[src/rtl/num_scan_pkg.sv]
// Shared types and constants for the multiplexed 7-segment scan decoder.
package num_scan_pkg;

  typedef enum logic [1:0] {
    ST_IDLE     = 2'd0,
    ST_SETTLE   = 2'd1,
    ST_CAPTURED = 2'd2
  } scan_state_e;

  localparam int unsigned NUM_DIGITS = 8;
  localparam int unsigned SEG_W      = 7;

  // Segment bit positions within num_a_g (a is the MSB).
  localparam int unsigned SEG_A = 6;
  localparam int unsigned SEG_B = 5;
  localparam int unsigned SEG_C = 4;
  localparam int unsigned SEG_D = 3;
  localparam int unsigned SEG_E = 2;
  localparam int unsigned SEG_F = 1;
  localparam int unsigned SEG_G = 0;

  // Select value when no digit is lit.
  localparam logic [7:0] CSN_IDLE = 8'hFF;

  // Standard hex glyphs, index = hex value (entry 15 listed first).
  localparam logic [15:0][SEG_W-1:0] HEX_GLYPH = {
    7'h47, 7'h4F, 7'h3D, 7'h4E, 7'h1F, 7'h77, 7'h7B, 7'h7F,
    7'h70, 7'h5F, 7'h5B, 7'h33, 7'h79, 7'h6D, 7'h30, 7'h7E
  };

endpackage

[src/rtl/seg_hex_decode.sv]
// Reverse lookup of a 7-segment pattern to its hex value.
// Present only when NUM_SCAN_HEX_EN is defined.
`ifdef NUM_SCAN_HEX_EN
module seg_hex_decode
  import num_scan_pkg::*;
(
  input  logic [SEG_W-1:0] seg_i,
  output logic             ok_c,
  output logic [3:0]       hex_c
);

  // Match against every glyph; glyphs are unique so at most one hits.
  always_comb begin
    ok_c  = 1'b0;
    hex_c = 4'h0;
    for (int g = 0; g < 16; g++) begin
      if (seg_i == HEX_GLYPH[g]) begin
        ok_c  = 1'b1;
        hex_c = 4'(g);
      end
    end
  end

endmodule
`endif

[src/rtl/num_scan_decoder.sv]
// Rebuilds the 8 digit patterns of a time-multiplexed 7-segment scan and
// shows the pair selected by pair_sel as static patterns on dpy1/dpy0.
// Optional macro NUM_SCAN_HEX_EN adds hex_val/hex_ok reverse glyph decode.
module num_scan_decoder
  import num_scan_pkg::*;
#(
  parameter int unsigned STABLE_CYCLES  = 4,
  parameter int unsigned TIMEOUT_CYCLES = 1_000_000,
  parameter int unsigned SYNC_STAGES    = 2   // legal range 2..3
) (
  input  logic       clk,
  input  logic       resetn,
  input  logic [7:0] num_csn,
  input  logic [6:0] num_a_g,
  input  logic [1:0] pair_sel,
  output logic [7:0] dpy0,
  output logic [7:0] dpy1,
  output logic [7:0] digit_valid,
  output logic       scan_err
`ifdef NUM_SCAN_HEX_EN
  ,
  output logic [31:0] hex_val,
  output logic [7:0]  hex_ok
`endif
);

  localparam int unsigned CNT_W  = $clog2(STABLE_CYCLES + 1);
  localparam int unsigned AGE_W  = $clog2(TIMEOUT_CYCLES + 1);
  localparam int unsigned SAMP_W = 8 + SEG_W;

  logic [7:0]       csn_sync_q [SYNC_STAGES];
  logic [SEG_W-1:0] seg_sync_q [SYNC_STAGES];
  logic [7:0]       csn_s;
  logic [SEG_W-1:0] seg_s;
  logic [SAMP_W-1:0] samp_q;
  logic [CNT_W-1:0] cnt_q, cnt_d;
  logic             changed_c, slot_done_c, one_hot_c, slot_err_c;
  logic [7:0]       cap_c;
  scan_state_e      state_q;
  logic [SEG_W-1:0] digit_seg_q [NUM_DIGITS];
  logic [AGE_W-1:0] age_q [NUM_DIGITS];
  logic [7:0]       valid_q;
  logic [2:0]       lo_idx, hi_idx;

  assign csn_s       = csn_sync_q[SYNC_STAGES-1];
  assign seg_s       = seg_sync_q[SYNC_STAGES-1];
  assign changed_c   = ({csn_s, seg_s} != samp_q);
  assign one_hot_c   = $onehot(~csn_s);
  // A slot completes on the cycle the counter reaches the threshold.
  assign slot_done_c = (state_q == ST_SETTLE) && (csn_s != CSN_IDLE) &&
                       (cnt_d == CNT_W'(STABLE_CYCLES));
  assign cap_c       = (slot_done_c && one_hot_c) ? ~csn_s : 8'h00;
  assign slot_err_c  = slot_done_c && !one_hot_c;
  assign lo_idx      = {pair_sel, 1'b0};
  assign hi_idx      = {pair_sel, 1'b1};
  assign digit_valid = valid_q;

  // Input synchronizers, reset to the idle scan value.
  always_ff @(posedge clk or negedge resetn) begin
    if (!resetn) begin
      for (int s = 0; s < SYNC_STAGES; s++) begin
        csn_sync_q[s] <= CSN_IDLE;
        seg_sync_q[s] <= '0;
      end
    end else begin
      csn_sync_q[0] <= num_csn;
      seg_sync_q[0] <= num_a_g;
      for (int s = 1; s < SYNC_STAGES; s++) begin
        csn_sync_q[s] <= csn_sync_q[s-1];
        seg_sync_q[s] <= seg_sync_q[s-1];
      end
    end
  end

  // Stability count: reload to 1 on any sample change, else saturate.
  always_comb begin
    cnt_d = cnt_q;
    if (changed_c) begin
      cnt_d = CNT_W'(1);
    end else if (cnt_q != CNT_W'(STABLE_CYCLES)) begin
      cnt_d = cnt_q + CNT_W'(1);
    end
  end

  // Previous-sample register and stability counter.
  always_ff @(posedge clk or negedge resetn) begin
    if (!resetn) begin
      samp_q <= {CSN_IDLE, SEG_W'(0)};
      cnt_q  <= '0;
    end else begin
      samp_q <= {csn_s, seg_s};
      cnt_q  <= cnt_d;
    end
  end

  // Slot FSM with registered one-cycle error pulse.
  always_ff @(posedge clk or negedge resetn) begin
    if (!resetn) begin
      state_q  <= ST_IDLE;
      scan_err <= 1'b0;
    end else begin
      scan_err <= slot_err_c;
      case (state_q)
        ST_IDLE: begin
          if (csn_s != CSN_IDLE) state_q <= ST_SETTLE;
        end
        ST_SETTLE: begin
          if (slot_done_c)             state_q <= ST_CAPTURED;
          else if (csn_s == CSN_IDLE)  state_q <= ST_IDLE;
        end
        ST_CAPTURED: begin
          if (changed_c) state_q <= (csn_s == CSN_IDLE) ? ST_IDLE : ST_SETTLE;
        end
        default: state_q <= ST_IDLE;
      endcase
    end
  end

  // Digit store and age counters; a capture beats a same-cycle timeout.
  always_ff @(posedge clk or negedge resetn) begin
    if (!resetn) begin
      valid_q <= '0;
      for (int d = 0; d < NUM_DIGITS; d++) begin
        digit_seg_q[d] <= '0;
        age_q[d]       <= '0;
      end
    end else begin
      for (int d = 0; d < NUM_DIGITS; d++) begin
        if (cap_c[d]) begin
          digit_seg_q[d] <= seg_s;
          age_q[d]       <= '0;
          valid_q[d]     <= 1'b1;
        end else if (age_q[d] != AGE_W'(TIMEOUT_CYCLES)) begin
          age_q[d] <= age_q[d] + AGE_W'(1);
          if (age_q[d] + AGE_W'(1) == AGE_W'(TIMEOUT_CYCLES)) valid_q[d] <= 1'b0;
        end
      end
    end
  end

  // Registered display pair; stale digits are blanked.
  always_ff @(posedge clk or negedge resetn) begin
    if (!resetn) begin
      dpy0 <= 8'h00;
      dpy1 <= 8'h00;
    end else begin
      dpy0 <= valid_q[lo_idx] ? {digit_seg_q[lo_idx], 1'b0} : 8'h00;
      dpy1 <= valid_q[hi_idx] ? {digit_seg_q[hi_idx], 1'b0} : 8'h00;
    end
  end

`ifdef NUM_SCAN_HEX_EN
  logic [31:0] hex_c;
  logic [7:0]  ok_c;

  for (genvar g = 0; g < NUM_DIGITS; g++) begin : g_dec
    seg_hex_decode u_dec (
      .seg_i (digit_seg_q[g]),
      .ok_c  (ok_c[g]),
      .hex_c (hex_c[4*g +: 4])
    );
  end

  // Registered hex view; ok only for valid digits with a standard glyph.
  always_ff @(posedge clk or negedge resetn) begin
    if (!resetn) begin
      hex_val <= '0;
      hex_ok  <= '0;
    end else begin
      hex_val <= hex_c;
      hex_ok  <= ok_c & valid_q;
    end
  end
`endif

endmodule
[config.mk]
export PLATFORM = sky130hd
export DESIGN_NAME = num_scan_decoder
export DESIGN_NICKNAME = d
export VERILOG_FILES = /design/src/rtl/num_scan_pkg.sv /design/src/rtl/seg_hex_decode.sv /design/src/rtl/num_scan_decoder.sv
export SDC_FILE = /design/constraint.sdc
export NUM_CORES = 1
export LEC_CHECK = 0
export ABC_AREA = 1
export BUFFER_PORTS_ARGS = -buffer_cell sky130_fd_sc_hd__buf_2
export CAP_MARGIN = 20
export CORE_MARGIN = 5
export CORE_UTILIZATION = 35
export CTS_CLUSTER_DIAMETER = 60
export DETAILED_ROUTE_END_ITERATION = 16
export PLACE_DENSITY_LB_ADDON = 0.12
export SYNTH_ARGS = -nofsm -noshare
export SYNTH_HDL_FRONTEND = slang
export SYNTH_SLANG_ARGS = --single-unit
[constraint.sdc]
create_clock -name clk -period 6.4 [get_ports clk]
set_input_delay 0.96 -clock clk [delete_from_list [all_inputs] [get_ports clk]]
set_output_delay 0.96 -clock clk [all_outputs]
set_load 0.02 [all_outputs]
Word level (Yosys, flattened, before mapping)
Cells that the tools add are included.
{"block": "word_totals", "reg_bits": 291, "inputBits": 19, "output_inout_bits": 25, "wordCells": 176}
{"block": "classes", "addsub": 16, "magnitude_cmp": 4, "n_eq_ne": 27, "mux": 61, "n_bitwise": 3, "reduce_logical": 31}
{"operator": "two-way mux 20 bit", "n": 16}
{"operator": "adder 20 x 1 -> 20 bit (second input constant)", "n": 8}
{"operator": "== test 20 bit (second input constant)", "n": 8}
{"operator": "!= test 20 bit (second input constant)", "n": 8}
{"operator": "binary-select mux 7 bit (select 3 bit)", "n": 2}
{"operator": "nonzero test 2 bit", "n": 16}
{"operator": "two-way mux 7 bit", "n": 4}
{"operator": "two-way mux 1 bit", "n": 27}
{"operator": "two-way mux 8 bit", "n": 3}
{"operator": "AND reduction 2 bit", "n": 8}
{"operator": "!= test 15 bit", "n": 1}
{"operator": "adder 1 x 1 -> 2 bit", "n": 4}
{"operator": "== test 8 bit (second input constant)", "n": 1}
{"operator": ">= comparator 4 bit (second input constant)", "n": 2}
{"operator": "less-than comparator 3 x 4 -> 1 bit (second input constant)", "n": 2}
{"operator": "two-way mux 2 bit", "n": 4}
{"operator": "!= test 8 bit (second input constant)", "n": 1}
{"operator": "NOT 3 -> 4 bit", "n": 2}
{"operator": "NOT 8 bit", "n": 1}
{"operator": "adder 2 x 2 -> 3 bit", "n": 2}
{"operator": "two-way mux 3 bit", "n": 2}
{"operator": "one-hot mux 2 bit (3 select lines)", "n": 1}
{"operator": "adder 3 x 3 -> 4 bit", "n": 1}
{"operator": "binary-select mux 1 bit (select 2 bit)", "n": 2}
{"operator": "other kinds (12)", "n": 16}

Logic depth before layout (Yosys ltp)
Gate-level depths: netlist of the first run.
{"block": "logic_depth", "word_depth": 9, "mapped_depth": 14, "ltp_nobuf": 14}

Worst setup path before layout of the first run
OpenSTA, ideal clock, no wires.
{"block": "synth_path", "path_type": "register -> register", "start": "register csn_sync_q, in the netlist csn_s[1]", "end": "register age_q[58] (netlist name)", "setup_time_ps": 113, "t_arrival_ps": 3943, "required_ps": 6287, "path_slack_ps": 2344, "path_stages_with_launch": 15, "path_buffers": 2, "period_less_slack_ps": 4056, "cell_sequence": "dfstp_2 > fa_1 > inv_1 > fa_1 > fa_1 > ha_1 > inv_1 > fa_1 > a211o_1 > a21oi_2 > buf_4 > nand3_4 > buf_2 > nand3_1 > inv_2"}
{"block": "synth_between", "elab_chain_cells": 8, "word_cells_on_any_way": 15, "cone_classes": "add/sub: 3; eq/ne: 4; mux: 3; bitwise: 1; reduce/logical: 4"}
{"element": "from (decl)", "line": "num_scan_decoder.sv:31", "rtl": "logic [7:0] csn_sync_q [SYNC_STAGES];"}
{"element": "from (signal, indexed assignment)", "line": "num_scan_decoder.sv:69", "rtl": "csn_sync_q[s] <= csn_sync_q[s-1];"}
{"element": "NOT 8 bit", "line": "num_scan_decoder.sv:48", "rtl": "assign one_hot_c = $onehot(~csn_s);"}
{"element": "adder 1 x 1 -> 2 bit (not written as such)", "line": "num_scan_decoder.sv:48"}
{"element": "adder 2 x 2 -> 3 bit (not written as such)", "line": "num_scan_decoder.sv:48"}
{"element": "adder 3 x 3 -> 4 bit (not written as such)", "line": "num_scan_decoder.sv:48"}
{"element": "== test 4 x 1 -> 1 bit", "line": "num_scan_decoder.sv:48"}
{"element": "logical AND 1 bit (*)", "line": "num_scan_decoder.sv:52", "rtl": "assign cap_c = (slot_done_c && one_hot_c) ? ~csn_s : 8'h00;"}
{"element": "two-way mux 8 bit (*)", "line": "num_scan_decoder.sv:52"}
{"element": "two-way mux 20 bit or nonzero test 2 bit (tied branches)"}
{"element": "to (signal, indexed assignment)", "line": "num_scan_decoder.sv:134", "rtl": "age_q[d] <= age_q[d] + AGE_W'(1);"}
{"element": "to (decl)", "line": "num_scan_decoder.sv:41", "rtl": "logic [AGE_W-1:0] age_q [NUM_DIGITS];"}
Mark *: on every way between the ends. The rest lies on a longest branch, timed or not.
A chain may end at the register's enable or synchronous reset.

Worst setup path after layout of the first run
{"block": "layout_path", "start": "register csn_sync_q, in the netlist csn_s[1]", "end": "register age_q[84] (netlist name)"}
The elaborated chain is that of the path after synthesis.

==> results of run 1 <==
==> routing by layer <==
layer,part of all wire,track usage,vias to the layer above,wire length (um)
met2,0.43,0.240,220,16700
met3,0.038,0.0278,54,1490
met1,0.51,0.229,6118,19900
met5,0,0,-,0
met4,0.023,0.0423,0,897
li1,-,-,6881,-
==> state kept, by name, summed over array words and instances, names as in the netlist <==
signal       count
cnt_q            3
digit_seg_q     56
csn_s            8
digit_valid      8
samp_q          15
dpy1             7
seg_s            7
state_q          2
seg_sync_q       7
age_q          160
csn_sync_q       8
dpy0             7
scan_err         1
==> report_power, final <==
group	switching [mW]	leakage, nW	internal (mW)
combinational	0.159	5.16	0.0505
clock	0.881	0.703	1.47
sequential	0.0215	3.78	1.85
total	1.06	9.65	3.37
==> per-stage QoR <==
stage	hold slack (ns)	std cells	cell area [um^2]	power, mW	setup slack [ns]
after floorplan	0.331	2175	16000	2.02	2.34
after global placement	0.337	2773	16800	2.11	2.01
after detailed placement	0.336	2773	16800	2.12	1.91
after CTS	0.348	2847	18200	4.51	1.90
after global routing	0.356	2848	18200	4.63	1.63
final	0.346	2848	18200	4.43	1.91
==> cell families (layout without fill, tap and decap cells) <==
logic type,after synthesis,in the layout
xor gates and xnor gates,64,64
buffers and inverters,428,500
adders and majority gates,26,26
and+or+nand+nor,1256,1256
other,1,3
AOI/OAI and AO/OA,110,110
DFF,289,289
==> path summary, 6_finish.rpt <==
kind,start,endpoint,slack [ns],cells past startpoint
min reg2reg,seg_sync_q[12],seg_s[5],0.35,0
max reg2reg,csn_s[1],age_q[84],1.91,13
min in group asynchronous,resetn,dpy1[1],0.41,1
max in group asynchronous,resetn,digit_valid[1],4.53,2
max,csn_s[1],age_q[84],1.91,13
min,seg_sync_q[12],seg_s[5],0.35,0
==> synthesized netlist by cell type <==
cell,n,area share
nor2_1,239,0.056
nand3_1,168,0.053
fa_1,4,0.0050
and2_1,4,0.0016
inv_1,343,0.081
conb_1,1,0.00023
o211ai_1,1,0.00047
o31ai_1,1,0.00047
ha_1,22,0.017
clkbuf_1,10,0.0023
nand3_4,8,0.0088
dfstp_2,24,0.039
buf_6,5,0.0035
nor2_8,1,0.0013
nor4_1,12,0.0047
nor2_4,2,0.0014
a21oi_2,1,0.00055
o32ai_1,1,0.00055
xnor2_1,15,0.0082
a21oi_1,8,0.0025
buf_2,30,0.0094
xor2_1,49,0.027
o22ai_1,16,0.0063
a21o_1,3,0.0014
inv_2,34,0.0080
o21bai_1,12,0.0056
nand4_1,109,0.043
nand4_4,1,0.0013
clkinv_1,3,0.00070
nor3_1,36,0.011
dfrtp_1,265,0.41
buf_4,3,0.0014
nand3b_1,8,0.0038
nand2_1,662,0.16
a211o_1,1,0.00055
or2_2,6,0.0023
o21ai_0,66,0.021
==> layout make-up <==
cell class | instances | area, um^2
antenna | 1 | 2.50
clock buffer | 52 | 1170
clock inverter | 22 | 256
fill | 4722 | 27100
inverter | 380 | 1430
multi-input combinational | 1458 | 7040
sequential | 289 | 7260
tap | 600 | 751
timing repair buffer | 46 | 278
==> results.tsv, run 1 <==
stage	metric	value	unit
job	maxCapViolCount	0	
drt	drc	0	
run_status	status	finished clean	
sta	finalCriticalPeriod	4.49	ns
worst_setup_path	startpoint_type	flop	
place	dp_hpwl	27300	um
cts	clockBufferDepth	3	
cts	clk_latency	0.55	ns
worst_setup_path	cpMostUsedCell	fa_1	
sta	fmaxAchievable	223	MHz
layout	final_cell_mix	nand2_1, inv_1, dfrtp_1	
cts	cts_tree	done	
place	gp_congestion	0.858	
synth	synth_top_family_by_area	simple AND/OR/NAND/NOR gates	
worst_setup_path	path_buf_inv	4	
synth	syn_inst	2174	
worst_setup_path	slowest_delay	0.59	ns
synth	synth_compound_area_frac	0.0391	
synth	ys_ff_latch	289	
drt	finalWirelength	39000	um
worst_setup_path	crit_fanout	28	
sta	tns	0	ns
worst_setup_path	worst_path_max_delay_cell	dfstp_2	
sta	final-setup-viol-count	0	
power_and_ir_drop	irDropWorstVdd	0.172	mV
worst_setup_path	crit_family	adder cells	
cts	cts_buffers	41	
synth	synthMuxAreaShare	0	
synth	yosysSeqAreaShare	0.454	
global_route	grt_usage	0.156	
floorplanning	start_util	0.353	
synth	synthAdderAreaFrac	0.0222	
drt	viasPerCell	4.66	
sta	relSlewSlack	0.362	
power_and_ir_drop	power_leakage	9.65	nW
synth	synth-warning-count	0	
floorplanning	dieArea	50000	um^2
sta	drv_slew	0	
drt	via_count	13273	
layout	drive_above_1_share	0.0863	
floorplanning	rows	78	
layout	area_growth	13.8	%
worst_setup_path	cp.arrival	4.93	ns
drt	drt_iter0_markers	918	
worst_setup_path	crit_required	6.84	ns
synth	yosys.cell_types.count	37	
layout	post-route-util	0.402	
cts	cts_root_buffer	clkbuf_16	
sta	fin_crit_sh	0.702	
power_and_ir_drop	power-per-cell-area	244	nW/um^2
synth	synth-simple-area-share	0.343	
cts	cts.sink_count	289	
cts	cts_hold_buf	0	
worst_setup_path	crit_type	reg -> reg	
sta	fin_worst_skew	0.0193	ns
worst_setup_path	crit_chain	fa_1 > inv_1 > fa_1 > fa_1 > ha_1 > inv_1 > fa_1 > a211o_1 > a21oi_4 > buf_4 > nand3_4 > nand3_1 > inv_1	
synth	synthXorXnorAreaFrac	0.0351	
cts	clkTransAtPathRegs	0.06	ns
min_path	hold_path.class	reg -> reg	
floorplanning	die-height	224	um
cts	postCtsSetupRepairBufs	0	
sta	tightest_slew	0.957	ns
global_route	first_global_vias	12914	
synth	synth.avg_cell_area	7.35	um^2
global_route	grt_max_degree	128	
global_route	grt_antenna_before_repair	1	
synth	synth.cell_area	16000	um^2
drt	ant_nets	0	
sta	rsz0062_at_grt	false	
layout	final_common_cell	nand2_1	
cts	htreeDepth	2	
place	portBuffers	41	
worst_setup_path	end_kind	flop	
floorplanning	die_w	224	um
cts	post_cts_resized	0	
global_route	grt_pass1_wl	65700	um
drt	wire_per_inst	13.7	um
global_route	gr-total-overflow	0	
drt	first_pass_iters	5	
floorplanning	pin_count	44	
sta	final-hold-violation-count	0	
floorplanning	core-area	45300	um^2
layout	final_nets	2261	
No activity file was read; power rests on OpenSTA's default activity.
==> run 2, diff against run 1 <==
Clock period 6.4 ns to 3.9 ns, I/O delays scaled along.
==> run 2 against run 1 <==
The run now ends with negative setup slack left. Clock-buffer cell count grew 1. Sequential cell count stayed put. Total power increased by 62%. Global-route usage is 0.32 points higher. Via count up 3.3%. Combinational power grew to 2.7 times the previous value. Die area did not move. Largest power group unchanged.
==> results.tsv, run 2 (synthesis gave the netlist of run 1 again) <==
stage	metric	value	unit
run_status	status	complete, but fails checks	
run_status	failed_checks	negative setup slack	
global_route	grt_usage	0.159	
place	dp_hpwl	27900	um
layout	final_common_cell	nand2_1	
cts	cts_root_buffer	clkbuf_16	
power_and_ir_drop	power_leakage	9.76	nW
cts	htreeDepth	2	
cts	clk_latency	0.55	ns
worst_setup_path	r2r_cells	15	
sta	final-setup-viol-count	29	
sta	fin_worst_skew	0.0170	ns
place	gp_congestion	0.865	
power_and_ir_drop	irDropWorstVdd	0.291	mV
global_route	first_global_vias	13028	
floorplanning	dieArea	50000	um^2
drt	ant_nets	0	
layout	fin_cells	2881	
place	post-place-cells	2791	
place	portBuffers	41	
floorplanning	start_util	0.353	
sta	relSlewSlack	0.224	
layout	area_growth	17.6	%
drt	drc	0	
global_route	grt_pass1_wl	66900	um
layout	post-route-util	0.415	
drt	first_pass_iters	5	
cts	clkTransAtPathRegs	0.06	ns
layout	final_cell_mix	nand2_1, inv_1, dfrtp_1	
place	dp_slack	-0.140	ns
worst_setup_path	cp.arrival	4.37	ns
sta	final-hold-violation-count	0	
worst_setup_path	end_kind	flop	
place	dpl_cell_area	16900	um^2
worst_setup_path	startpoint_type	flop	
layout	final_nets	2297	
drt	via_count	13710	
floorplanning	die-height	224	um
floorplanning	pin_count	44	
floorplanning	core-area	45300	um^2
layout	drive_above_1_share	0.135	
drt	drt_iter0_markers	882	
cts	cts.sink_count	289	
floorplanning	rows	78	
global_route	grt_max_degree	102	
floorplanning	die_w	224	um
sta	finalCriticalPeriod	3.94	ns
drt	viasPerCell	4.76	
sta	rsz0062_at_grt	true	
power_and_ir_drop	power-per-cell-area	382	nW/um^2
job	maxCapViolCount	0	
sta	tightest_slew	1.16	ns
global_route	gr-total-overflow	0	
worst_setup_path	crit_fanout	8	
sta	fin_crit_sh	1.01	
min_path	hold_path.class	in -> async	
drt	finalWirelength	42400	um
layout	post-route-cell-area	18800	um^2
sta	fin_ws	-0.0403	ns
layout	largestRegisters	age_q (160), digit_seg_q (56), samp_q (15)	
drt	wire_per_inst	14.7	um
sta	drv_slew	0	
layout	num_antenna_cells	0	
cts	cts_buffers	39	
worst_setup_path	crit_type	reg -> reg	
cts	clockBufferDepth	3	
worst_setup_path	crit_required	4.33	ns
layout	fillCellCount	4734	
layout	top_register	age_q	
global_route	grt_antenna_before_repair	0	
sta	fmaxAchievable	254	MHz
cts	cts_tree	done	
layout	regArea	7260	um^2
layout	largest_reg_flops	160	
layout	multi_input_area	7490	um^2
[run 2: cell types whose count changed in the layout (fill, tap and decap cells not counted), moves of 5 or more]
cell and delta:
buf_4 +17, clkbuf_1 +5, inv_1 -14, inv_2 +14
nand2_1 -35, nand2_2 +35, nand3_1 -33, nand3_2 +33
nand3_4 +11
[run 2: critical path: stages (launching register included)]
cell and delay, ns:
dfstp_2 0.54, fa_1 0.41, inv_1 0.08, fa_1 0.42, fa_1 0.50, ha_2 0.18
inv_2 0.04, fa_2 0.52, o211ai_1 0.13, a21oi_4 0.17, buf_12 0.15, buf_6 0.10
clkbuf_16 0.15, nand3_4 0.19, nand2_1 0.15, nand2_1 0.06
[run 2: where the power goes]
| part | leakage [nW] | internal (mW) | switching, mW |
|---|---|---|---|
| Combinational | 5.35 | 0.202 | 0.367 |
| Sequential | 3.78 | 3.04 | 0.0326 |
| Clock | 0.626 | 2.16 | 1.39 |
[run 2: worst paths after layout]
| path | startpoint | endpoint | slack (ns) |
|---|---|---|---|
| max in group asynchronous | resetn | csn_s[6] | 2.91 |
| min | resetn | age_q[94] | 0.11 |
| min reg2reg | seg_sync_q[12] | seg_s[5] | 0.35 |
| max | csn_s[1] | digit_seg_q[17] | -0.04 |
| max reg2reg | csn_s[1] | digit_seg_q[17] | -0.04 |
| min in group clk | num_csn[6] | csn_sync_q[14] | 0.13 |
[run 2: layout make-up]
type	count	share of cell area
Inverter	380	0.0759
Multi-Input combinational cell	1469	0.399
Clock buffer	53	0.0597
Sequential cell	289	0.386
Clock inverter	17	0.00839
Tap cell	600	0.0399
Timing Repair Buffer	73	0.0309
[run 2: per-layer routing]
layer  global-route usage  vias to the layer above  part of all wire
li1                     -                     6993                 -
met1                0.232                     6398              0.49
met2                0.244                      255              0.44
met3               0.0334                       64             0.049
met4               0.0411                        0             0.021
met5                    0                        -                 0
[run 2: timing repair]
item / in CTS / in global routing
hold buffers: 0 / 0
pin swaps: 5 / 7
setup endpoints to repair: 193 / 221
buffers inserted: 2 / 6
gates cloned: 1 / 12
resized for setup: 2 / 101
[run 2: per-stage QoR]
stage          setup TNS [ns]  hold WS [ns]  total power, mW
5_1_grt                -19.96         0.102             7.49
6_report               -0.289         0.107             7.19
3_3_place_gp           -0.173         0.335             3.52
4_1_cts                 -4.55        0.0941             7.17
2_1_floorplan               0         0.289             3.32
3_5_place_dp           -15.12         0.336             3.52
==> run 3, diff against run 2 <==
Settings changed: CORE_UTILIZATION 35 to 45.
==> run 3 against run 2 <==
The flow finishes with violations (max-capacitance violations, max-slew violations, negative setup slack). Critical path depth unchanged. Worst hold slack better by 0.022 ns. Sequential cell count stayed put. Cell area up 1.3%. Combinational power up 8.4%. Global-route usage up 4.1 points. Cell count decreased by 4.6%. Critical path type unchanged. Largest power group unchanged.
==> results.tsv, run 3 (synthesis gave the netlist of run 1 again) <==
stage	metric	value	unit
power_and_ir_drop	p_sw_frac	0.246	
sta	fmaxAchievable	256	MHz
drt	finalWirelength	41100	um
power_and_ir_drop	irDropWorstVdd	0.485	mV
layout	final_nets	2305	
sta	fin_worst_skew	0.0168	ns
power_and_ir_drop	power_leakage	9.76	nW
worst_setup_path	crit_family	adder cells	
worst_setup_path	crit_required	4.33	ns
floorplanning	pin_count	44	
sta	fin_ws	-0.00660	ns
power_and_ir_drop	p_sw	1.78	mW
power_and_ir_drop	p_int	5.46	mW
power_and_ir_drop	combPwrFrac	0.085	
place	portBuffers	41	
layout	drive_above_1_share	0.180	
worst_setup_path	crit_fanout	14	
worst_setup_path	startpoint_type	flop	
power_and_ir_drop	p_clk_frac	0.491	
worst_setup_path	setup.worst_path.start	csn_s[1]	
floorplanning	die_w	198	um
drt	drc	0	
cts	htreeDepth	2	
cts	clockBufferDepth	3	
worst_setup_path	r2r-start	csn_s[1]	
worst_setup_path	path_buf_inv	5	
drt	wire_per_inst	14.9	um
power_and_ir_drop	power-per-cell-area	380	nW/um^2
sta	final-hold-violation-count	0	
run_status	failed_checks	max-capacitance violations, max-slew violations, negative setup slack	
layout	largest_reg_flops	160	
min_path	hold_path.class	in -> async	
worst_setup_path	cp.depth	15	
sta	fin_crit_sh	1.00	
cts	cts.sink_count	289	
run_status	status	complete, but fails checks	
worst_setup_path	crit_chain	fa_1 > inv_1 > fa_1 > fa_1 > ha_2 > inv_2 > fa_2 > o211ai_1 > a21oi_4 > buf_12 > buf_8 > nand3_2 > buf_6 > nand2_1 > nand2_1	
floorplanning	die-height	198	um
sta	tns	-0.0246	ns
worst_setup_path	r2r_cells	15	
layout	top_register	age_q	
worst_setup_path	reg2reg_slack	-0.007	ns
worst_setup_path	crit_type	reg -> reg	
drt	drt_iter0_markers	886	
cts	cts_buffers	38	
floorplanning	rows	69	
sta	final-setup-viol-count	5	
sta	finalCriticalPeriod	3.91	ns
layout	post-route-util	0.539	
worst_setup_path	worst_path_max_delay_cell	dfstp_2	
cts	clk_latency	0.54	ns
drt	viasPerCell	5.08	
place	dp_hpwl	25800	um
drt	via_count	13967	
place	gp_congestion	0.889	
worst_setup_path	end_kind	flop	
layout	num_antenna_cells	0	
layout	final_cell_mix	nand2_1, inv_1, dfrtp_1	
drt	ant_nets	0	
sta	relSlewSlack	-0.000919	
worst_setup_path	slowest_delay	0.54	ns
layout	final_common_cell	nand2_1	
worst_setup_path	reg2reg_to	digit_seg_q[15]	
worst_setup_path	cpMostUsedCell	fa_1	
global_route	grt_usage	0.201	
power_and_ir_drop	p_seq_frac	0.424	
floorplanning	dieArea	39400	um^2
job	maxCapViolCount	1	
layout	area_growth	19.1	%
sta	rsz0062_at_grt	true	
worst_setup_path	critical_path.endpoint	digit_seg_q[15]	
floorplanning	core-area	35300	um^2
cts	cts_hold_buf	0	
floorplanning	start_util	0.453	
cts	clkTransAtPathRegs	0.06	ns
global_route	first_global_vias	13127	
global_route	grt_max_degree	113	
cts	cts_tree	done	
worst_setup_path	cp.arrival	4.34	ns
global_route	grt_pass1_wl	65300	um
cts	cts_root_buffer	clkbuf_16	
global_route	grt_antenna_before_repair	0	
layout	largestRegisters	age_q (160), digit_seg_q (56), samp_q (15)	
drt	first_pass_iters	5	
sta	tightest_slew	1.50	ns
global_route	gr-total-overflow	0	
sta	drv_slew	18	
[run 3: cell count changes in the layout (fill, tap and decap cells not counted), moves of 3 or more]
cell      change
inv_1        -19
nand2_2      +56
nand2_1      -56
inv_2        +19
clkbuf_1      -3
nand3_4       +6
buf_4         -5
o21ai_1       -3
nand3_1      -21
nand3_2      +25
[run 3: final cells by class]
| cell class | count | area (um^2) |
|---|---|---|
| Sequential cell | 289 | 7260 |
| Multi-Input combinational cell | 1479 | 7890 |
| Inverter | 380 | 1430 |
| Fill cell | 3410 | 16300 |
| Clock buffer | 50 | 1100 |
| Clock inverter | 17 | 188 |
| Timing Repair Buffer | 72 | 599 |
| Tap cell | 461 | 577 |
[run 3: what timing repair did]
item / 4_1_cts / 5_1_grt
endpoints found under the hold margin: 0 / 0
gates resized for setup: 13 / 201
cloned: 8 / 15
endpoints found under the setup margin: 192 / 206
setup buffers: 3 / 6
pin swaps: 2 / 12
[run 3: worst min path at each step]
stage	startpoint	to	slack, ns	cells after the start
4_1_cts	num_a_g[6]	seg_sync_q[13]	0.12	1
5_1_grt	num_csn[0]	csn_sync_q[8]	0.12	1
3_3_place_gp	seg_sync_q[12]	seg_s[5]	0.33	0
6_report	resetn	age_q[85]	0.13	1
2_1_floorplan	resetn	age_q[0]	0.29	0
3_5_place_dp	seg_sync_q[7]	seg_s[0]	0.33	0
[run 3: through the flow]
step / setup WS, ns / hold slack (ns) / std cells / total power, mW / instance area [um^2]
2_1_floorplan: 0.0143 / 0.289 / 2175 / 3.32 / 16000
3_3_place_gp: -0.0661 / 0.334 / 2649 / 3.49 / 16700
3_5_place_dp: -0.151 / 0.335 / 2649 / 3.50 / 16700
4_1_cts: -0.0309 / 0.118 / 2727 / 7.19 / 18200
5_1_grt: -0.150 / 0.123 / 2748 / 7.51 / 19000
6_report: -0.00660 / 0.129 / 2748 / 7.24 / 19000
[run 3: per-layer routing]
metal,share of wire,track usage,wire (um),vias up
met5,0,0,0,-
met4,0.019,0.0560,780,0
met3,0.052,0.0313,2120,63
met2,0.45,0.323,18700,323
met1,0.47,0.285,19500,6538
li1,-,-,-,7043
[run 3: power groups by stage]
stage / clock, mW / combinational (mW) / sequential, mW
floorplan: 0 / 0.213 / 3.11
global placement: 0 / 0.373 / 3.12
detailed placement: 0 / 0.381 / 3.12
CTS: 3.66 / 0.465 / 3.07
global route: 3.77 / 0.668 / 3.07
finish: 3.55 / 0.618 / 3.07
[run 3: worst reg2reg max path: stages, from the launching register on]
cell      delay, ns
dfstp_2        0.54
fa_1           0.41
inv_1          0.08
fa_1           0.42
fa_1           0.51
ha_2           0.19
inv_2          0.04
fa_2           0.51
o211ai_1       0.13
a21oi_4        0.19
buf_12         0.16
buf_8          0.17
nand3_2        0.12
buf_6          0.24
nand2_1        0.06
nand2_1        0.04
